`src/rtl/register_bank_block.sv`:
```
// -----------------------------------------------------------------------------
// register_bank_block
//
// Decode-stage register file for the 16-bit MIPS-style pipeline.
// 32 x DATA_W general registers with two combinational read ports and one
// write port fed from the data-memory stage. Each read port passes through a
// 4:1 forwarding mux (register / ex / dm / wb result). Port B additionally
// has an immediate-select mux in front of the execute stage.
//
// Ports:
//   clk        in   1       rising-edge clock
//   rst        in   1       synchronous active-high reset (clears all registers)
//   ans_ex     in   DATA_W  execute-stage result (forwarding source)
//   ans_dm     in   DATA_W  data-memory-stage result, also the write data
//   ans_wb     in   DATA_W  write-back-stage result (forwarding source)
//   imm        in   DATA_W  immediate operand for port B
//   RA         in   ADDR_W  read address, port A
//   RB         in   ADDR_W  read address, port B
//   RW_dm      in   ADDR_W  write address (written every non-reset edge)
//   mux_sel_A  in   2       port A source: 00 reg, 01 ex, 10 dm, 11 wb
//   mux_sel_B  in   2       port B source: same encoding as port A
//   imm_sel    in   1       1: B takes imm, 0: B takes forwarding mux B
//   A          out  DATA_W  operand A (combinational)
//   B          out  DATA_W  operand B (combinational)
// -----------------------------------------------------------------------------
module register_bank_block #(
  parameter int DATA_W   = 16,
  parameter int ADDR_W   = 5,
  parameter int NUM_REGS = 32
) (
  input  logic              clk,
  input  logic              rst,
  input  logic [DATA_W-1:0] ans_ex,
  input  logic [DATA_W-1:0] ans_dm,
  input  logic [DATA_W-1:0] ans_wb,
  input  logic [DATA_W-1:0] imm,
  input  logic [ADDR_W-1:0] RA,
  input  logic [ADDR_W-1:0] RB,
  input  logic [ADDR_W-1:0] RW_dm,
  input  logic [1:0]        mux_sel_A,
  input  logic [1:0]        mux_sel_B,
  input  logic              imm_sel,
  output logic [DATA_W-1:0] A,
  output logic [DATA_W-1:0] B
);

  localparam logic [DATA_W-1:0] ZERO_DATA = {DATA_W{1'b0}};
  localparam logic [ADDR_W-1:0] ZERO_ADDR = {ADDR_W{1'b0}};

  logic [DATA_W-1:0] regs_r [NUM_REGS];
  logic [DATA_W-1:0] ra_data_s;
  logic [DATA_W-1:0] rb_data_s;
  logic [DATA_W-1:0] mux_a_s;
  logic [DATA_W-1:0] mux_b_s;

  // Register storage: reset clears everything and suppresses that cycle's
  // write; otherwise the dm-stage result is written unconditionally, except
  // that writes aimed at r0 are dropped so it stays zero.
  always_ff @(posedge clk) begin
    if (rst) begin
      for (int i = 0; i < NUM_REGS; i++) begin
        regs_r[i] <= ZERO_DATA;
      end
    end else if (RW_dm != ZERO_ADDR) begin
      regs_r[RW_dm] <= ans_dm;
    end
  end

  // Combinational read ports. No write bypass here: a same-cycle write is only
  // visible after the edge, and forwarding select 10 covers the bypass case.
  always_comb begin
    ra_data_s = ZERO_DATA;
    rb_data_s = ZERO_DATA;
    if (RA == ZERO_ADDR) begin
      ra_data_s = ZERO_DATA;
    end else begin
      ra_data_s = regs_r[RA];
    end
    if (RB == ZERO_ADDR) begin
      rb_data_s = ZERO_DATA;
    end else begin
      rb_data_s = regs_r[RB];
    end
  end

  // Forwarding mux for port A.
  always_comb begin
    mux_a_s = ZERO_DATA;
    case (mux_sel_A)
      2'b00:   mux_a_s = ra_data_s;
      2'b01:   mux_a_s = ans_ex;
      2'b10:   mux_a_s = ans_dm;
      2'b11:   mux_a_s = ans_wb;
      default: mux_a_s = ZERO_DATA;
    endcase
  end

  // Forwarding mux for port B.
  always_comb begin
    mux_b_s = ZERO_DATA;
    case (mux_sel_B)
      2'b00:   mux_b_s = rb_data_s;
      2'b01:   mux_b_s = ans_ex;
      2'b10:   mux_b_s = ans_dm;
      2'b11:   mux_b_s = ans_wb;
      default: mux_b_s = ZERO_DATA;
    endcase
  end

  // Operand outputs; the immediate overrides whatever forwarding mux B picked.
  always_comb begin
    A = mux_a_s;
    B = mux_b_s;
    if (imm_sel) begin
      B = imm;
    end else begin
      B = mux_b_s;
    end
  end

endmodule

```
`config.mk`:
```
export PLATFORM = sky130hd
export DESIGN_NAME = register_bank_block
export DESIGN_NICKNAME = d
export VERILOG_FILES = /design/src/rtl/register_bank_block.sv
export SDC_FILE = /design/constraint.sdc
export NUM_CORES = 1
export LEC_CHECK = 0
export BUFFER_PORTS_ARGS = -buffer_cell sky130_fd_sc_hd__clkbuf_2
export CORE_ASPECT_RATIO = 1.4
export CORE_UTILIZATION = 52
export DETAILED_ROUTE_END_ITERATION = 12
export PLACE_DENSITY = 0.81
export SLEW_MARGIN = 15
export SYNTH_ARGS = -nofsm -noshare
export SYNTH_HDL_FRONTEND = slang
export SYNTH_SLANG_ARGS = --single-unit
```
`constraint.sdc`:
```
create_clock -name clk -period 6.3 [get_ports clk]
set_input_delay 1.26 -clock clk [delete_from_list [all_inputs] [get_ports clk]]
set_output_delay 1.26 -clock clk [all_outputs]
set_load 0.1 [all_outputs]
```
==> metrics.sh <==
OUTCOME='finished, final reports clean'
NETLIST_AREA_BEFORE_PLACEMENT_SQ_UM=29000
FINAL.PERIOD_UTILIZATION=0.913
CRITPATHARRIVALTIME_NS=4.49
HOLD_SLACK_NS=1.32
ANT_NETS=0
YOSYS.AREA.TOP_TYPE='sky130_fd_sc_hd__edfxtp_1'
POSTCTSHOLDBUFS=0
TRITONCTS_CLOCK_TREE='done'
MIN-DELAY-PATH-CLASS='in -> reg'
CRIT_FANOUT=40
POWER-PER-CELL-AREA_nW_PER_UM2=260
FP.DIEH_MICRONS=281
ASYNC_FLOP_SHARE=0
SYNTHMOSTINSTANTIATEDCELL='sky130_fd_sc_hd__edfxtp_1'
CLOCK_TREE.HTREE_LEVEL_COUNT=2
NETLIST-CELL-TYPE-COUNT=41
TIMING.FINAL.MAX_SLEW_VIOLATIONS=0
PLACEABLECOREAREA_SQ_UM=55100
TIMING_WORST_SETUP_PATH_TYPE='in -> out'
YOSYS.AREA.TOP_TYPE_SHARE=0.531
DETAILEDPLACEMENTHPWL_MICRONS=63100
STDCELL_COUNT=2911
FINAL-SETUP-VIOL-COUNT=0
POST_SYNTH_INST_COUNT=2079
HOLDPATHSTAGES=1
POST_CTS_BUFFERS=0
TIMING_WORST_SLEW_PIN_VALUE_NS=1.33
CRITICAL_PATH_CELL_BY_CELL='buf_4 > buf_4 > mux4_2 > mux2i_1 > o211ai_1 > a2bb2oi_1 > clkbuf_2'
VIA_COUNT=20100
FLOORPLAN.IO_PINS=118
GPL.FINAL_WEIGHTED_CONGESTION=1.02
GLOBAL_ROUTE.OVERFLOW_TOTAL=0
GRT_SETUP_UNREPAIRED='false'
FINALSETUPTNS_NS=0
TRITONCTS_NUM_SINKS=512
CTS-BUFFERS-INSERTED=47
YS_SEQ_ELEMENTS=512
WL_PER_CELL_MICRONS=32.9
GRT.TOTAL_USAGE=0.340
REGISTERS.TOP_BY_FF_COUNT='regs_r'
ROUTE.FINAL.WIRE_LENGTH_MICRONS=95900
CRIT_PATH_START_KIND='primary input'
RATIO_OF_CELLS_WITH_DRIVE_ABOVE_1_IN_THE_FINAL_LAYOUT=0.257
VIA_PER_INST=6.92
TIMING.FMAX_MHz=174
ANTENNA_VIOLATIONS_BEFORE_REPAIR=5
DETAIL_ROUTE.DRC_VIOLATIONS=0
TOP_FLOP_REGS='regs_r: 512 flops'
CELL_ROWS=102
SYN_AVG_CELL_AREA_SQ_UM=13.9
SYNTH_ENABLE_FLOP_CELLS=512
LARGEST_REGISTER_FF_COUNT=512
GRT_PASS1_VIAS=20200
CTSLONGESTPATHBUFFERS=3
SYN2LAYOUT_AREA_GROWTH_PCT=9.87
EFFECTIVE_UTILIZATION_AT_FLOORPLAN=0.525
TIMING.MAX_CAP.VIOLATIONS=0
MIN_PERIOD_NS=5.75
MAX-SLEW-MARGIN-REL=0.0856
NNETSFINAL=2229
SYNTH_COMMONEST_CELLS='sky130_fd_sc_hd__edfxtp_1, sky130_fd_sc_hd__and2_1, sky130_fd_sc_hd__mux4_2, sky130_fd_sc_hd__mux2i_1, sky130_fd_sc_hd__clkbuf_1'
SYNTH-MAIN-FF-CELL='sky130_fd_sc_hd__edfxtp_1'
SEQUENTIAL_ELEMENT_SHARE_OF_THE_SYNTHESIZED_AREA=0.531
DRT_ITER0_DRC=3118
VDD.IR_DROP.WORST_mV=0.179
FLOORPLAN.DIE_AREA_SQ_UM=56600
FLOORPLAN.DIE.WIDTH_MICRONS=201
CLKTRANSATPATHREGS_NS=0.06
CLOCKROOTBUFFER='sky130_fd_sc_hd__clkbuf_16'
GRT_FIRST_PASS_WIRELENGTH_MICRONS=137000
DRT-PASS1-ITER-COUNT=5
CELL_WITH_THE_LARGEST_STAGE_DELAY_ON_THE_WORST_PATH='sky130_fd_sc_hd__buf_4'
IO_BUFFER_COUNT=117
SLOWEST_DELAY_NS=0.58
CRITICAL_PATH_REQUIRED_NS=5.04
LEAK_PWR_uW=0.0115
SETUP.WORST_PATH.END_CLASS='output pin'
SYNTH.AREA.TOP_CELLS='sky130_fd_sc_hd__edfxtp_1, sky130_fd_sc_hd__mux4_2, sky130_fd_sc_hd__and2_1'
PATH_COMMON_CELL='sky130_fd_sc_hd__buf_4'
POSTLAYOUTCOREUTIL=0.577
YOSYSWARNINGS=0
DESIGN_POWER_TOTAL_uW=8260
DP.CELLS=2822
CTS_RESIZED=0
REPORT.FINAL.HOLD_VIOL_COUNT=0
GRT_MAX_DEGREE=64
## worst paths after layout
kind	start	to	slack, ns
setup / recovery	RB[1]	B[14]	0.55
hold / removal	rst	regs_r[0][8]	1.32
## per-layer routing
layer / vias to the layer above / wire length (microns) / GRT usage
li1: 8059 / - / -
met3: 447 / 11100 / 0.0799
met4: 4 / 9190 / 0.273
met2: 1674 / 46000 / 0.559
met5: - / 28 / 0
met1: 9962 / 29600 / 0.380
## final cells by class
class | count | area [sq um]
diodes | 6 | 15.0
clock buffers | 61 | 1230
flip-flops and latches | 512 | 15400
repair buffers | 202 | 1320
multi-input cells | 1372 | 12700
inverters | 8 | 30.0
fillers | 4221 | 23300
clock inverters | 22 | 221
well taps | 728 | 911
## worst max-delay path: cells and delay by family
kind	cells	cell delay, ns
buffers and inverters	3	1.53
muxes	2	1.14
AOI/OAI and AO/OA	2	0.50
## placed cells by master (no fill, tap or decap), types with 5 or more instances in the layout
cell	synthesis	final
sky130_fd_sc_hd__a211oi_1	32	31
sky130_fd_sc_hd__a211oi_2	10	11
sky130_fd_sc_hd__a21oi_1	14	14
sky130_fd_sc_hd__a221oi_1	48	48
sky130_fd_sc_hd__a22o_1	25	25
sky130_fd_sc_hd__a22oi_1	30	30
sky130_fd_sc_hd__a2bb2oi_1	7	7
sky130_fd_sc_hd__a31oi_1	16	16
sky130_fd_sc_hd__and2_1	499	499
sky130_fd_sc_hd__buf_4	15	90
sky130_fd_sc_hd__clkbuf_1	132	14
sky130_fd_sc_hd__clkbuf_16	0	47
sky130_fd_sc_hd__clkbuf_2	0	105
sky130_fd_sc_hd__clkinv_1	0	5
sky130_fd_sc_hd__clkinv_2	0	7
sky130_fd_sc_hd__conb_1	1	16
sky130_fd_sc_hd__diode_2	0	6
sky130_fd_sc_hd__edfxtp_1	512	512
sky130_fd_sc_hd__inv_1	8	8
sky130_fd_sc_hd__mux2_1	9	9
sky130_fd_sc_hd__mux2_2	50	50
sky130_fd_sc_hd__mux2i_1	147	146
sky130_fd_sc_hd__mux4_2	192	192
sky130_fd_sc_hd__nand2_1	38	38
sky130_fd_sc_hd__nand2b_1	49	49
sky130_fd_sc_hd__nor2_1	67	64
sky130_fd_sc_hd__nor2b_1	16	15
sky130_fd_sc_hd__o211a_1	25	25
sky130_fd_sc_hd__o211ai_1	16	16
sky130_fd_sc_hd__o21ai_1	9	9
sky130_fd_sc_hd__o22ai_1	9	9
sky130_fd_sc_hd__or2_2	31	31
## cell families after synthesis
kind of cell | after synthesis | synth area share
flops | 512 | 0.531
compound gates | 242 | 0.0670
mux | 398 | 0.223
simple gates | 716 | 0.146
other cells | 1 | 0.000129
buf+inv | 210 | 0.0327
## where the power goes
group          internal, uW  switching, uW  leakage, uW
combinational           470            900      0.00594
clock                  1540           1290     0.000697
sequential             3950            113      0.00489
total                  5960           2300       0.0115
## per-stage QoR
| step | area, sq um | setup slack [ns] |
|---|---|---|
| floorplan | 29000 | 1.02 |
| global placement | 30300 | 0.813 |
| detailed placement | 30300 | 0.764 |
| CTS | 31800 | 0.756 |
| global route | 31800 | 0.474 |
| finish | 31800 | 0.546 |
(Power assumes the default switching activity.)
